$ cat src/rtl/bcast_fanout_buf.sv
// Broadcast fan-out buffer: a small FIFO whose head item is offered to N_OUT
// consumers at once and retired only after every consumer has accepted it.
module bcast_fanout_buf #(
  parameter int WIDTH = 8,
  parameter int N_OUT = 4,
  parameter int DEPTH = 4
) (
  input  logic                   clk,
  input  logic                   rst_n,
  input  logic                   in_valid,
  input  logic [WIDTH-1:0]       in_data,
  output logic                   in_ready,
  output logic [WIDTH-1:0]       out_data,
  output logic [N_OUT-1:0]       out_valid,
  input  logic [N_OUT-1:0]       out_ready,
  output logic [$clog2(DEPTH):0] level,
  output logic [15:0]            bcast_cnt
);

  localparam int PW = $clog2(DEPTH);
  localparam int LW = PW + 1;
  localparam logic [LW-1:0] FULL_LEVEL = LW'(DEPTH);
  localparam logic [PW-1:0] LAST_PTR   = PW'(DEPTH - 1);

  logic [WIDTH-1:0] mem_q [DEPTH];

  logic [PW-1:0]    wr_ptr_q, wr_ptr_d;
  logic [PW-1:0]    rd_ptr_q, rd_ptr_d;
  logic [LW-1:0]    level_q, level_d;
  logic [N_OUT-1:0] taken_q, taken_d;
  logic [15:0]      bcast_cnt_q, bcast_cnt_d;
  logic             in_ready_q, in_ready_d;

  logic             not_empty;
  logic [N_OUT-1:0] fire;
  logic             push;
  logic             pop;

  assign not_empty = (level_q != '0);

  // A consumer that already holds the head is masked off until the next item.
  genvar gi;
  generate
    for (gi = 0; gi < N_OUT; gi++) begin : g_cons
      assign out_valid[gi] = not_empty & ~taken_q[gi];
      assign fire[gi]      = out_valid[gi] & out_ready[gi];
    end
  endgenerate

  always_comb begin
    push        = in_valid & in_ready_q;
    pop         = not_empty & ((taken_q | fire) == {N_OUT{1'b1}});
    wr_ptr_d    = wr_ptr_q;
    rd_ptr_d    = rd_ptr_q;
    level_d     = level_q;
    taken_d     = taken_q | fire;
    bcast_cnt_d = bcast_cnt_q;

    if (push) begin
      wr_ptr_d = (wr_ptr_q == LAST_PTR) ? '0 : wr_ptr_q + 1'b1;
    end

    if (pop) begin
      rd_ptr_d    = (rd_ptr_q == LAST_PTR) ? '0 : rd_ptr_q + 1'b1;
      taken_d     = '0;
      bcast_cnt_d = bcast_cnt_q + 16'd1;
    end

    case ({push, pop})
      2'b10:   level_d = level_q + 1'b1;
      2'b01:   level_d = level_q - 1'b1;
      default: level_d = level_q;
    endcase

    // Registered so out_ready never reaches in_ready combinationally.
    in_ready_d = (level_d < FULL_LEVEL);
  end

  always_ff @(posedge clk or negedge rst_n) begin
    if (!rst_n) begin
      wr_ptr_q    <= '0;
      rd_ptr_q    <= '0;
      level_q     <= '0;
      taken_q     <= '0;
      bcast_cnt_q <= '0;
      in_ready_q  <= 1'b0;
    end else begin
      wr_ptr_q    <= wr_ptr_d;
      rd_ptr_q    <= rd_ptr_d;
      level_q     <= level_d;
      taken_q     <= taken_d;
      bcast_cnt_q <= bcast_cnt_d;
      in_ready_q  <= in_ready_d;
    end
  end

  // Storage is not reset; stale entries are never visible while level is 0.
  always_ff @(posedge clk) begin
    if (push) begin
      mem_q[wr_ptr_q] <= in_data;
    end
  end

  assign out_data  = mem_q[rd_ptr_q];
  assign in_ready  = in_ready_q;
  assign level     = level_q;
  assign bcast_cnt = bcast_cnt_q;

endmodule

$ cat config.mk
export PLATFORM = sky130hd
export DESIGN_NAME = bcast_fanout_buf
export DESIGN_NICKNAME = d
export VERILOG_FILES = /design/src/rtl/bcast_fanout_buf.sv
export SDC_FILE = /design/constraint.sdc
export NUM_CORES = 1
export LEC_CHECK = 0
export ABC_CLOCK_PERIOD_IN_PS = 5300
export CORE_MARGIN = 2
export CORE_UTILIZATION = 41
export DETAILED_ROUTE_END_ITERATION = 7
export PLACE_DENSITY = 0.75
export RECOVER_POWER = 50
export SYNTH_ARGS = -nofsm -noshare
export SYNTH_HDL_FRONTEND = slang
export SYNTH_SLANG_ARGS = --single-unit
$ cat constraint.sdc
create_clock -name clk -period 5.3 [get_ports clk]
set_clock_uncertainty 0.1 [all_clocks]
set_input_delay 1.06 -clock clk [delete_from_list [all_inputs] [get_ports clk]]
set_output_delay 1.06 -clock clk [all_outputs]
set_load 0.005 [all_outputs]
==> summary.md <==
| Metric | Value |
|---|---|
| Status | finished clean |
| Final cell count without fillers | just under 300 |
| Die W | roughly 82 microns |
| Worst Path Max Fanout | 16 |
| WP buf/inv | 3 |
| WL per Instance | 14.4 microns |
| Slew Limit Fails | 0 |
| Hold Fails Final Rpt | 0 |
| Root buffer cell | clkbuf_8 |
| Port buffer count | between 40 and 50 |
| Post-synth EDFFs | 32 |
| Highest metal layer with signal wires | met4 |
| Clock Sinks | 60 |
| Hold path startpoint | bcast_cnt[15]$_DFFE_PN0P_ |
| Vias post-DR | about 1500 |
| Syn_area_per_cell | 15.2 sq um |
| Seq cells post-synth | 60 |
| Max-cap violations | 0 |
| Critical path cell sequence | clkdlybuf4s50_1 -> o22ai_1 -> or3_1 -> inv_2 -> ha_1 -> fa_1 -> xnor2_1 -> nor2_1 -> xor2_1 -> inv_1 |
| Hold depth | 1 |
| Diode count | 0 |
| Ys Warns | 0 |
| GPL Wtd Cong | a little under 0.8 |
| Io pins | between 40 and 50 |
| Post-DP HPWL | a little over 3000 microns |
| Detail Route Antenna Nets | 0 |
| Vias per inst | 4.87 |
| Hold Buf Count CTS | 0 |
| Hold Crit Endpoint | bcast_cnt[15]$_DFFE_PN0P_ |
| First-pass GRT wire length | approximately 7000 microns |
| Maximum buffer depth of the clock tree | 2 |
| Num CTS Buffers | 9 |
| Met2 WL | ~2100 microns |
| Met3 WL post-DR | around 120 microns |
| R2R Setup Slk | ~2.4 ns |
| Pwr dens | 498 mW/mm^2 |
| Clk_lat worst skew | between 0.3 and 0.4 ns |
| Htree depth | 3 |
| Worst Max-Slew Pin Slew | ~1.5 ns |
| Critical Path Slowest Stage Cell | or3_1 |
| Row cnt | 28 |
| Antenna violations before repair | 0 |
| Largest net degree at the start of global routing | 29 |
| Final Core Density | 54.0% |
| DIE AREA | 0.00672 sq mm |
| Die H | between 80 and 90 microns |
| Post-synth top area share | between 30% and 40% |
| Ratio of cells with drive above 1 in the final layout | 11.2% |
| Post-synth cell types | 28 |
| Total GRT Usage | 14.6% |
| Final period util | around 65% |
| Critical path's top delay family | buffers and inverters |
| Quantity of gates resized following cts | 0 |
| WP data required | 5.41 ns |
| Clk slew on worst S/H paths | around 0.06 ns |
| Layout area overhead | 27.4% |
| Post-synth design cell area | between 0.002 and 0.0025 sq mm |
| Top post-synthesis cells by area | edfxtp_1 39%, dfrtp_1 28%, mux4_2 7.2%, ha_1 3.5%, xor2_1 3.5% |
| Core Footprint | roughly 0.0059 sq mm |
| R2R depth | 9 |
| Top FF cell, synth | edfxtp_1 |
| Reg area | ~0.0017 sq mm |
| Register area share after synthesis | approximately two thirds |
| Hold Crit Class | reg -> reg |
| Syn nets | about 190 |
| Crit path time final | between 3 and 4 ns |
| Multi-input gate area | between 700 and 800 sq um |
| Grt total ovfl | 0 |
| Startpoint Class | primary input |
| Crit path largest cell delay | 0.53 ns |
| Relative slew margins | under 10% |
| Detailed Route WL | ~4300 microns |
| Placed Cells | around 280 |
| DR DRC count | 0 |
| Most frequent cells after synthesis | 32 x edfxtp_1, 28 x dfrtp_1, 13 x nand2_1 |
| Peak supply drop | about 0.27 mV |
| Synth Instances | about 160 |
| FFs w/ async S/R, synth | 46.7% |
| Setup repair bufs after CTS | 0 |
| Worst EP arrival | ~3.5 ns |
| CP endpoint kind | flop |
| Critical path type | in -> reg |
| Vias in the first global route | around 1400 |
| R2R Path End | in_ready$_DFF_PN0_ |
| Fmax | ~290 MHz |
| Final setup vio count | 0 |
| Initial Util | a little over two fifths |
| Nets | 241 |
| Unrepaired setup endpoints after global routing | false |
| Static Leakage | 0.00125 uW |
| Met1 wire length | approximately 2000 microns |
| Top-count cell post-synth | edfxtp_1 |
| Dominant cell type by area after synthesis | edfxtp_1 |
| Setup TNS | 0 ns |
| Drt first pass iters | 4 |
| Number of fill cells in the layout | a little over 500 |
| CTS tree | built |
| Iteration-0 DRC Markers | 96 |
## worst max path at each step
stage | from | to | slack (ns) | depth (start not counted)
after detailed placement | out_ready[1] | in_ready$_DFF_PN0_ | 1.50 | 10
final | out_ready[1] | in_ready$_DFF_PN0_ | 1.87 | 10
after global routing | out_ready[1] | in_ready$_DFF_PN0_ | 1.67 | 10
after global placement | out_ready[1] | in_ready$_DFF_PN0_ | 1.61 | 10
after CTS | out_ready[1] | in_ready$_DFF_PN0_ | 1.83 | 10
after floorplan | out_ready[1] | in_ready$_DFF_PN0_ | 2.47 | 10
## cell type report
| cell class | count | area share, % |
|---|---|---|
| Clock buffer | 12 | 4.25 |
| Clock inverter | 4 | 0.512 |
| Inverter | 5 | 0.590 |
| Multi-Input combinational cell | 95 | 24.8 |
| Sequential cell | 60 | 52.3 |
| Tap cell | 75 | 2.95 |
| Timing Repair Buffer | 47 | 14.6 |
## state kept, by name, summed over array words and instances (netlist names), named ones only
| register | count |
|---|---|
| bcast_cnt | 16 |
| in_ready | 1 |
| level | 2 |
| mem_q | 32 |
| rd_ptr_q | 2 |
| taken_q | 4 |
| wr_ptr_q | 2 |
## cells by family (layout without fill, tap and decap cells)
family / count (synthesis) / count (layout) / synth area share [%]
DFF: 60 / 60 / 66.6
and+or+nand+nor: 51 / 51 / 11.0
xor gates and xnor gates: 18 / 18 / 6.32
muxes: 10 / 10 / 8.12
buffers and inverters: 9 / 68 / 1.75
adders and majority gates: 8 / 8 / 4.31
AOI/OAI and AO/OA: 8 / 8 / 1.91
## placed cells by master (no fill, tap or decap), types with 7 or more instances in the layout
master and count:
clkdlybuf4s50_1 36, edfxtp_1 32, dfrtp_1 28, nand2_1 13, nor2_1 11, xor2_1 10, dlygate4sd3_1 10, clkbuf_8 9
mux4_2 8, xnor2_1 8, ha_1 7
## worst reg2reg max path: stages (launching register included)
cell     delay (ns)
dfrtp_1        0.43
nor3_2         0.37
or3_1          0.56
inv_2          0.17
ha_1           0.27
fa_1           0.39
xnor2_1        0.13
nor2_1         0.11
xor2_1         0.20
inv_1          0.05
## stage by stage
step | setup WS, ns | power [uW] | instance area (sq um) | hold slack (ns)
2_1_floorplan | 2.47 | 1020 | 2490 | 0.365
3_3_place_gp | 1.61 | 1270 | 3030 | 0.359
3_5_place_dp | 1.50 | 1290 | 3030 | 0.366
4_1_cts | 1.83 | 1610 | 3180 | 0.373
5_1_grt | 1.67 | 1700 | 3180 | 0.394
6_report | 1.87 | 1580 | 3180 | 0.371
## routing by layer
| layer | global-route usage, % | vias to the layer above |
|---|---|---|
| li1 | - | 715 |
| met1 | 19.6 | 709 |
| met2 | 21.1 | 23 |
| met3 | 3.30 | 5 |
| met4 | 9.50 | 0 |
| met5 | 0 | - |
## power breakdown
part | switching (uW) | leakage, uW | internal [uW]
sequential | 116 | 0.000641 | 604
combinational | 218 | 0.000537 | 327
clock | 155 | 0.0000769 | 164
total | 489 | 0.00125 | 1090
No activity file was read; power rests on OpenSTA's default activity.
